==> config.mk <==
export PLATFORM = sky130hd
export DESIGN_NAME = tft_fetch
export DESIGN_NICKNAME = d
export VERILOG_FILES = /design/src/rtl/tft_pkg.sv /design/src/rtl/tft_fetch_tgl_sync.sv /design/src/rtl/tft_fetch.sv
export SDC_FILE = /design/constraint.sdc
export NUM_CORES = 1
export LEC_CHECK = 0
export CORE_ASPECT_RATIO = 0.5
export CORE_MARGIN = 2
export CORE_UTILIZATION = 25
export DETAILED_ROUTE_END_ITERATION = 6
export SLEW_MARGIN = 10
export SYNTH_ARGS = -nofsm -noshare
export SYNTH_HDL_FRONTEND = slang
export SYNTH_HIERARCHICAL = 1
export SYNTH_SLANG_ARGS = --single-unit
==> constraint.sdc <==
create_clock -name clkSYS -period 2.7 [get_ports clkSYS]
set_input_delay 0.27 -clock clkSYS [delete_from_list [all_inputs] [get_ports clkSYS]]
set_output_delay 0.27 -clock clkSYS [all_outputs]
set_load 0.01 [all_outputs]
==> src/rtl/tft_pkg.sv <==
// Shared types and helpers for the TFT framebuffer fetch path.
// Provides the fetch FSM state type and the buffer base address helper.
package tft_pkg;

    typedef enum logic [1:0] {
        IDLE,
        FETCH,
        DONE
    } fetch_state_t;

    // Word address of framebuffer idx: base + idx*stride.
    function automatic logic [63:0] buf_addr(
        input logic [63:0] base,
        input logic [63:0] stride,
        input logic [63:0] idx
    );
        return base + idx * stride;
    endfunction

endpackage

==> src/rtl/tft_fetch_tgl_sync.sv <==
// Toggle synchroniser: 2-flop sync of tgl_in plus edge detector.
// Ports: clkSYS, aclr (async, active-high), tgl_in (foreign domain), pulse (1 cycle).
module tgl_sync (
    input  logic clkSYS,
    input  logic aclr,
    input  logic tgl_in,
    output logic pulse
);

    // sh[1:0] is the synchroniser, sh[2] remembers the last synced level.
    logic [2:0] sh;

    always_ff @(posedge clkSYS or posedge aclr) begin
        if (aclr) begin
            sh <= '0;
        end else begin
            sh <= {sh[1:0], tgl_in};
        end
    end

    assign pulse = sh[2] ^ sh[1];

endmodule

==> src/rtl/tft_fetch.sv <==
// Framebuffer fetch engine: bursts over one of NBUF buffers, metered by FIFO credits.
// Ports: clkSYS/aclr; frame_start, buf_sel/buf_stat, drain_tgl, req/req_addr/req_ack,
// mem_valid/fifo_wrreq, level, busy, err_cnt. Macro TFT_FETCH_ERR_EN enables err_cnt.
module tft_fetch
    import tft_pkg::*;
#(
    parameter int          AN     = 24,
    parameter int          BURST  = 8,
    parameter int          DEPTH  = 64,
    parameter int          NBUF   = 2,
    parameter int unsigned BASE   = 0,
    parameter int unsigned STRIDE = 'h20000,
    parameter int          NBURST = 16320,
    localparam int         SB     = (NBUF > 1) ? $clog2(NBUF) : 1,
    localparam int         LW     = $clog2(DEPTH) + 1
) (
    input  logic          clkSYS,
    input  logic          aclr,
    input  logic          frame_start,
    input  logic [SB-1:0] buf_sel,
    output logic [SB-1:0] buf_stat,
    input  logic          drain_tgl,
    output logic          req,
    output logic [AN-1:0] req_addr,
    input  logic          req_ack,
    input  logic          mem_valid,
    output logic          fifo_wrreq,
    output logic [LW-1:0] level,
    output logic          busy,
    output logic [7:0]    err_cnt
);

    localparam int LFW = $clog2(NBURST + 1);

    fetch_state_t   state;
    logic [LFW-1:0] left;
    logic [SB-1:0]  sel;
    logic           drain;
    logic           ack;
    logic           last;
    logic           req_nx;
    logic [LW-1:0]  level_nx;

    tgl_sync u_sync (
        .clkSYS (clkSYS),
        .aclr   (aclr),
        .tgl_in (drain_tgl),
        .pulse  (drain)
    );

    assign sel = (int'(buf_sel) >= NBUF) ? SB'(NBUF - 1) : buf_sel;

    assign ack  = req && req_ack;
    assign last = ack && (left == LFW'(1));

    // A simultaneous ack and drain cancel; a drain on an empty FIFO is lost.
    always_comb begin
        level_nx = level;
        if (frame_start) begin
            level_nx = '0;
        end else if (ack && !drain) begin
            level_nx = level + LW'(BURST);
        end else if (drain && !ack && (level != '0)) begin
            level_nx = level - LW'(BURST);
        end
    end

    // Request only while room remains for a full burst after this cycle's update.
    assign req_nx = (state == FETCH) && !last && (left != '0)
                  && (int'(level_nx) + BURST <= DEPTH);

    always_ff @(posedge clkSYS or posedge aclr) begin
        if (aclr) begin
            level <= '0;
        end else begin
            level <= level_nx;
        end
    end

    always_ff @(posedge clkSYS or posedge aclr) begin
        if (aclr) begin
            state    <= IDLE;
            req      <= 1'b0;
            req_addr <= AN'(BASE);
            buf_stat <= '0;
            left     <= '0;
        end else if (frame_start) begin
            state    <= FETCH;
            req      <= 1'b0;
            buf_stat <= sel;
            req_addr <= AN'(buf_addr(64'(BASE), 64'(STRIDE), 64'(sel)));
            left     <= LFW'(NBURST);
        end else begin
            req <= req_nx;
            if (ack) begin
                req_addr <= req_addr + AN'(BURST);
                left     <= left - LFW'(1);
                if (last) begin
                    state <= DONE;
                end
            end
        end
    end

    assign fifo_wrreq = mem_valid && (state != IDLE);
    assign busy       = (state == FETCH);

`ifdef TFT_FETCH_ERR_EN
    logic       underrun;
    logic       late;
    logic [8:0] err_sum;

    assign underrun = drain && !ack && !frame_start && (level == '0);
    assign late     = frame_start && (state == FETCH);
    assign err_sum  = {1'b0, err_cnt} + 9'(underrun) + 9'(late);

    always_ff @(posedge clkSYS or posedge aclr) begin
        if (aclr) begin
            err_cnt <= '0;
        end else begin
            err_cnt <= err_sum[8] ? 8'hFF : err_sum[7:0];
        end
    end
`else
    assign err_cnt = '0;
`endif

endmodule

==> impl_results.md <==
- Slew at the pin with the worst max-slew slack: 0.5194 ns
- Final Instance Count excl. Fillers: 454
- Bufs on Longest Clock Path: 2
- Worst R2R Start: req_addr[6]
- Area occupied by multi-input gates: 1241 um^2
- Buffer type at the clock tree root: clkbuf_16
- Placed Cells: 447
- XOR/XNOR Fraction of Synth Area: 7.393%
- Vias: 2054
- FMAX: 497.4 MHz
- Layout cell share with drive strength beyond 1: 6.688%
- R2R Setup Slk: 0.69 ns
- H-tree Lvls: 2
- Vias in the first global route: 1930
- Setup-failing EPs final: 0
- Grt total ovfl: 0
- Top-Level Pins: 50
- WS Path Type: flip-flop to flip-flop
- Final setup skew: 0.003829 ns
- Synth Area in Compound Gates: 9.650%
- RSZ-0062 raised after global routing: no
- Area of the core: 10180 um^2
- Full die area: 11310 um^2
- Initial antenna violation count: 0
- Post-Route WL: 5.685 mm
- Antenna cells: 0
- Area Overhead vs Synth: 26.21%
- Crit end category: flip-flop
- Post-CTS resize count: 0
- Final worst slack: 0.6897 ns
- 1st-iter DRT viols: 153
- Fill cell count: 1054
- Clk sinks: 49
- Fin crit period: 2.010 ns
- Cells after synthesis: 271
- Period Utilization, post-route: 74.45%
- DP Worst Slack: 0.6312 ns
- Starting Density: 25.60%
- # rows: 26
- Wire per inst: 12.52 um
- Port buffer count: 38
- First-pass GRT wire length: 9.694 mm
- Synthesis warning total: 6
- Number of enable flip-flop cells after synthesis: 0
- Routability cong.: 0.7486
- Crit path launch: req_addr[6]
- Finished Cell Area: 3289 um^2
- Worst hold path class: input port to async pin
- Max transition margin: 65.32%
- Post-synth cell types: 47
- Setup bufs post-CTS: 0
- Post-CTS Hold Buffers: 0
- DR vias/cell: 4.524
- Worst hold slack: 0.1987 ns
- Worst EP required: 2.91 ns
- Storage element area: 1226 um^2
- Pleak: 1.289 nW
- Ys flop type: dfrtp_1
- Final antenna-violating net count: 0
- Endpoints failing hold: 0
- #FFs+latches synth: 49
- PwrDens: 498.5 nW/um^2
- Drt first pass iters: 6
- Crit-path max FO: 10
- DRC viols: 0
- WP data arrival: 2.22 ns
- Insertion delay to the later sink of the worst-skew pair: 0.28 ns
- Peak VDD IR: 0.3038 mV
- Mapped cell area: 2606 um^2
- Worst r2r path cells: 4
- Simple-Gate Fraction of Synth Area: 24.96%
- Worst Setup EP: req_addr[19]
- Met3 wire length: 130 um
- DP HPWL: 4.086 mm
- Post-synthesis mux area share: 1.632%
- Tot GR Track Use: 10.36%
- Status: finished clean
- Largest net degree at the start of global routing: 25
- Placed cell areas: 3147 um^2
- Wire length on met1: 2.985 mm
- Final TNS setup: 0 ns
- Post-layout nets: 326
- Sequential fraction of the synthesis area: 47.05%
- Crit start category: flip-flop
- Total CTS buffers: 5
- MaxCap Viol Count: 0
- Die Ht: 76.20 um
- Async S/R FF share, synth: 100.0%
- DR WL met2: 2.516 mm
- Clock slew at reported path FFs: 0.06 ns
- Reg-to-reg endpoint: req_addr[19]
- Die X: 148.4 um
- Largest family of logic cells by synthesized area: simple AND/OR/NAND/NOR gates
- Final Max Tran Viols: 0
- Top layer in use: met4
- CTS tree: built
- Avg Cell Area, Syn: 9.617 um^2
- Post-synthesis adder-cell area fraction: 2.400%
[cells in the final DEF, fill, tap and decap left out, types with 6 or more instances in the layout]
cell type         n
a21oi_1          11
buf_4            10
clkdlybuf4s50_1  38
conb_1           11
dfrtp_1          49
inv_1            12
nand2_1          19
nand3_1          15
nand4_1           6
nor2_1           22
nor2b_1           6
nor3_1            9
nor4_1            7
o21ai_1           9
or3_1             9
or4_1             7
xnor2_1          12
xor2_1           10
[worst min-delay path by stage]
stage                  from            to  slack [ns]  cells past startpoint
2_1_floorplan          aclr  u_sync/sh[0]        0.02                      1
3_3_place_gp   u_sync/sh[0]  u_sync/sh[1]        0.34                      0
3_5_place_dp   u_sync/sh[0]  u_sync/sh[1]        0.34                      0
4_1_cts                aclr  u_sync/sh[0]        0.19                      2
5_1_grt                aclr  u_sync/sh[0]        0.23                      2
6_report               aclr  u_sync/sh[0]        0.20                      2
[metrics by stage]
| step | total power [mW] | util [%] |
|---|---|---|
| final | 1.640 | 32.31 |
| after detailed placement | 1.034 | 30.90 |
| after CTS | 1.662 | 32.31 |
| after global placement | 1.035 | 30.90 |
| after floorplan | 0.9592 | - |
| after global routing | 1.722 | 32.31 |
[cells by family after synthesis]
group                      count (synthesis)
muxes                                      4
AOI/OAI and AO/OA                         39
and+or+nand+nor                          116
DFF                                       49
buffers and inverters                     35
other                                      1
xor gates and xnor gates                  22
adders and majority gates                  5
[flip-flops by register name, summed over array words and instances (netlist names)]
signal,flops
req_addr,21
left,14
level,7
u_sync/sh,3
state,2
buf_stat,1
req,1
[cells in the mapped netlist (2+ instances only)]
library cell	count	area, um^2
a2111o_1	2	22.52
a211oi_1	2	15.01
a21oi_1	11	55.05
and2_1	3	18.77
buf_2	3	15.01
buf_4	11	82.58
clkbuf_1	8	30.03
dfrtp_1	49	1226
ha_1	5	62.56
inv_1	13	48.80
mux2_1	2	22.52
mux2i_1	2	20.02
nand2_1	19	71.32
nand3_1	15	75.07
nand4_1	6	37.54
nand4b_1	2	17.52
nor2_1	22	82.58
nor2b_1	6	37.54
nor3_1	9	45.04
nor4_1	7	43.79
nor4bb_1	2	20.02
o21ai_0	2	10.01
o21ai_1	9	45.04
o22ai_1	2	12.51
o31ai_1	3	22.52
or3_1	9	56.30
or4_1	7	52.55
xnor2_1	12	105.1
xor2_1	10	87.58
[area by class of cell]
type	count	share of cell area [%]
multi-input cells	197	37.73
flip-flops and latches	49	37.28
repair buffers	48	13.85
inverters	13	1.483
well taps	140	5.325
clock buffers	7	4.336
[worst max-delay path: stages, from the launching register on]
cell and delay (ns):
dfrtp_1 0.45, nand4_2 0.27, or4_4 0.58, or4_1 0.48, a21oi_1 0.15
[power breakdown]
| group | internal, mW | leakage (nW) | switching, mW | total [mW] |
|---|---|---|---|---|
| Clock | 0.364 | 0.0700 | 0.255 | 0.619 |
| Combinational | 0.103 | 0.599 | 0.121 | 0.224 |
| Sequential | 0.759 | 0.620 | 0.0380 | 0.797 |
| Total | 1.23 | 1.29 | 0.414 | 1.64 |
[layer usage]
layer	track usage [%]	up-vias
li1	-	1020
met1	14.50	999
met2	16.67	31
met3	1.796	4
met4	2.571	0
met5	0	-
No activity file was read; power rests on OpenSTA's default activity.
